File: src/rtl/lockstep_wr_pkg.sv
// Shared types and widths for the lockstep register-file write checker.
package lockstep_wr_pkg;

  localparam int unsigned REG_ADDR_W = 5;
  localparam int unsigned REG_DATA_W = 32;
  localparam int unsigned NUM_REGS   = 1 << REG_ADDR_W;

  typedef struct packed {
    logic [REG_ADDR_W-1:0] addr;
    logic [REG_DATA_W-1:0] data;
  } wr_entry_t;

  typedef enum logic [1:0] {
    NONE     = 2'd0,
    MISMATCH = 2'd1,
    OVERFLOW = 2'd2,
    TIMEOUT  = 2'd3
  } err_code_e;

endpackage

File: src/rtl/lockstep_wr_fifo.sv
// Per-core write FIFO: push/pop/flush, combinational full/empty/head.
// A push into a full FIFO is accepted only when a pop happens in the same cycle.
module lockstep_wr_fifo
  import lockstep_wr_pkg::*;
#(
  parameter int unsigned DEPTH = 4
) (
  input  logic      clk_i,
  input  logic      rst_i,
  input  logic      flush_i,
  input  logic      push_i,
  input  wr_entry_t push_data_i,
  input  logic      pop_i,
  output logic      full_c,
  output logic      empty_c,
  output wr_entry_t head_c
);

  localparam int unsigned PTR_W = (DEPTH > 1) ? $clog2(DEPTH) : 1;
  localparam int unsigned CNT_W = $clog2(DEPTH + 1);

  wr_entry_t        mem_q [DEPTH];
  logic [PTR_W-1:0] wr_ptr_q;
  logic [PTR_W-1:0] rd_ptr_q;
  logic [CNT_W-1:0] count_q;
  logic             do_push;
  logic             do_pop;

  always_comb begin
    full_c  = (count_q == CNT_W'(DEPTH));
    empty_c = (count_q == '0);
    head_c  = mem_q[rd_ptr_q];
    do_pop  = pop_i && !empty_c;
    do_push = push_i && (!full_c || do_pop);
  end

  // Pointers wrap naturally because DEPTH is a power of two.
  always_ff @(posedge clk_i) begin
    if (rst_i || flush_i) begin
      wr_ptr_q <= '0;
      rd_ptr_q <= '0;
      count_q  <= '0;
    end else begin
      if (do_push) wr_ptr_q <= wr_ptr_q + PTR_W'(1);
      if (do_pop)  rd_ptr_q <= rd_ptr_q + PTR_W'(1);
      case ({do_push, do_pop})
        2'b10:   count_q <= count_q + CNT_W'(1);
        2'b01:   count_q <= count_q - CNT_W'(1);
        default: count_q <= count_q;
      endcase
    end
  end

  always_ff @(posedge clk_i) begin
    if (!rst_i && !flush_i && do_push) mem_q[wr_ptr_q] <= push_data_i;
  end

endmodule

File: config.mk
export PLATFORM = sky130hd
export DESIGN_NAME = lockstep_wr_fifo
export DESIGN_NICKNAME = d
export VERILOG_FILES = /design/src/rtl/lockstep_wr_pkg.sv /design/src/rtl/lockstep_wr_fifo.sv
export SDC_FILE = /design/constraint.sdc
export NUM_CORES = 1
export LEC_CHECK = 0
export CORE_MARGIN = 8
export CORE_UTILIZATION = 49
export CTS_CLUSTER_SIZE = 24
export DETAILED_ROUTE_END_ITERATION = 8
export PLACE_DENSITY_LB_ADDON = 0.3
export REMOVE_ABC_BUFFERS = 1
export SYNTH_ARGS = -nofsm -noshare
export SYNTH_HDL_FRONTEND = slang
export SYNTH_SLANG_ARGS = --single-unit
File: constraint.sdc
create_clock -name clk_i -period 2.7 [get_ports clk_i]
set_input_delay 0.81 -clock clk_i [delete_from_list [all_inputs] [get_ports clk_i]]
set_output_delay 0.81 -clock clk_i [all_outputs]
set_load 0.02 [all_outputs]
==> run summary <==
Status -> complete, no violations
Core area -> 11900 um2
Worst vdd ir -> 469 uV
Share of flip-flops with an asynchronous set or reset -> 0%
Vias -> 2857
Worst slew margin -> 73.5%
Remaining global-route overflow -> 0
FF+latch area -> 4630 um2
Setup TNS -> 0 ns
Width of the die -> 126 um
Period utilization -> 97.9%
Final setup violation count -> 0
Rows -> 40
Root buffer selected by CTS -> clkbuf_16
Total CTS buffers -> 17
Worst path bufs/invs -> 3
Die height -> 126 um
Fill cells -> 812
Layout Skew -> 0.00641 ns
Mapped cell area -> 5910 um2
Post-route ant nets -> 0
Clk Latency, worst-skew pair -> 0.42 ns
Antenna violations before repair -> 1
CP arrival -> 1.83 ns
Crit-path leading delay family -> multiplexers
Starting Density -> 49.6%
Post-synthesis sequential area ratio -> 78.3%
Setup crit end kind -> primary output
CTS tree -> built
First-pass GRT wire length -> 17100 um
FF-to-FF path depth -> 4
Hold Fails Final Rpt -> 0
Critical path depth -> 4
I/O pin cnt -> 81
Total Routing Usage GR -> 14.5%
WL per Instance -> 20.8 um
Post-synthesis register bit count -> 157
P&R area growth vs syn -> 30.1%
Top-area cell type share of the netlist area -> 75.2%
Req. time, crit path -> 1.89 ns
Synth Flop Type -> edfxtp_1
Final Slew Violations -> 0
Max-cap viol count -> 0
Iter 0 DRT Violations -> 191
Worst hold stages -> 2
WL final -> 11000 um
Vias per cell -> 5.42
Worst min path class -> flop to flop
Leak Pwr -> 2.49 nW
Seq pwr share -> 51.0%
CTS clk-pin slew, worst paths -> 0.06 ns
Largest cells by area after synthesis -> edfxtp_1 75%, mux4_2 14%, dfxtp_1 3.1%
CP startpoint kind -> flop
Antenna Cells -> 0
Synth unique cells -> 38
CP cell instances -> buf_12 -> buf_4 -> mux4_2 -> buf_2
Reg2reg start -> count_q[2]
Hold_buf cts -> 0
Pre-antenna DRT Iters -> 6
Total power -> 5.29 mW
Sw frac -> 19.5%
CTS Sinks -> 157
Clock buffer depth -> 2
Synth area leader -> edfxtp_1
CP max stage delay -> 0.53 ns
PD cells -> 688 nW/um2
CP Max Fanout -> 11
Crit path time final -> 2.64 ns
RePlAce Congestion -> 0.729
Fmax -> 0.378 GHz
Layout net count -> 414
Mean Syn Cell Area -> 22.6 um2
Clock share of power -> 44.5%
Vias in the first global route -> 3174
DR DRC count -> 0
P_int -> 4.26 mW
Synth cell count leaders -> 148 x edfxtp_1, 37 x mux4_2, 9 x dfxtp_1, 6 x nor2_1
Multi-input logic area -> 1190 um2
Least-Margin Pin Slew -> 0.392 ns
H-tree Lvls -> 4
Combinational Power Share -> 4.5%
YS warnings -> 0
RSZ-0062 raised after global routing -> true
Largest net degree at the start of global routing -> 31
DP Wirelength -> 7200 um
Slowest CP cell -> mux4_2
Critical path class -> flop to primary output
Mapped Cells -> 261
Share of cells above drive strength 1 -> 33.7%
Post-synth EDFFs -> 148
Psw -> 1.03 mW
Die footprint -> 15800 um2
Port bufs -> 80
Hold path startpoint -> rd_ptr_q[0]
Most frequent cell after synthesis -> edfxtp_1
-- path summary, 6_finish.rpt --
check / to / slack (ns)
hold / removal: rd_ptr_q[0] / 0.54
setup reg to reg: mem_q[1][3] / 0.78
hold reg to reg: rd_ptr_q[0] / 0.54
setup / recovery: head_c[28] / 0.06
-- per-stage QoR --
stage | setup slack (ns) | hold slack, ns | area (um2) | utilization [%] | instances
finish | 0.0559 | 0.541 | 7680 | 64.5 | 527
CTS | -0.0515 | 0.548 | 7660 | 64.3 | 526
global placement | 0.0639 | 0.518 | 7090 | 59.5 | 491
global route | -0.00525 | 0.582 | 7680 | 64.5 | 527
floorplan | -0.483 | 0.485 | 5830 | - | 247
detailed placement | 0.0288 | 0.514 | 7090 | 59.5 | 491
-- worst min-delay path, cell delays in order (launching register included) --
cell	delay, ns
dfxtp_1	0.33
xor2_1	0.09
nor2_1	0.08
-- layer usage --
layer	vias up	part of all wire [%]	track usage, %
li1	1295	-	-
met1	1467	41	16.2
met2	80	50	23.6
met3	13	7.7	6.71
met4	2	1.3	5.94
met5	-	0.091	0
-- state kept, by name, indices dropped and copies added (netlist names), named ones only --
| signal | cells |
|---|---|
| rd_ptr_q | 2 |
| wr_ptr_q | 2 |
| mem_q | 148 |
| count_q | 3 |
-- area by class of cell --
type / instances / share of cell area [%]
multi-input combinational: 85 / 15.5
clock inverter: 15 / 2.23
timing repair buffer: 101 / 13.8
inverter: 5 / 0.244
sequential: 157 / 60.2
clock buffer: 17 / 5.54
tap: 147 / 2.39
-- power groups by stage --
stage	combinational [mW]	clock [mW]	sequential, mW
6_report	0.239	2.35	2.70
3_5_place_dp	0.252	0	2.75
4_1_cts	0.242	2.40	2.70
5_1_grt	0.258	2.49	2.70
2_1_floorplan	0.0867	0	2.75
3_3_place_gp	0.247	0	2.75
-- logic make-up after synthesis --
group / Yosys count / share of synthesized area [%]
simple gates: 25 / 2.48
xor+xnor: 4 / 0.593
buf+inv: 19 / 1.57
compound gates: 14 / 1.78
fa+ha+maj: 5 / 1.19
mux: 37 / 14.1
flops: 157 / 78.3
-- layout by cell type (no fill, tap or decap), drive strengths merged, types with 2 or more instances in the layout --
| cell | instances |
|---|---|
| edfxtp | 148 |
| clkdlybuf4s50 | 43 |
| mux4 | 37 |
| buf | 31 |
| clkbuf | 19 |
| clkdlybuf4s15 | 17 |
| dfxtp | 9 |
| dlygate4sd2 | 8 |
| clkinvlp | 7 |
| nor2 | 6 |
| inv | 6 |
| and3 | 4 |
| ha | 4 |
| clkinv | 4 |
| or2 | 3 |
| xor2 | 3 |
| nand3 | 3 |
| a21oi | 3 |
| bufinv | 3 |
| o211ai | 2 |
| and2 | 2 |
| o31ai | 2 |
-- repair_timing --
item | 4_1_cts | 5_1_grt
setup buffers | 3 | 0
gates cloned | 0 | 1
gates resized for setup | 103 | 2
setup endpoints to repair | 37 | 17
(Power assumes the default switching activity.)
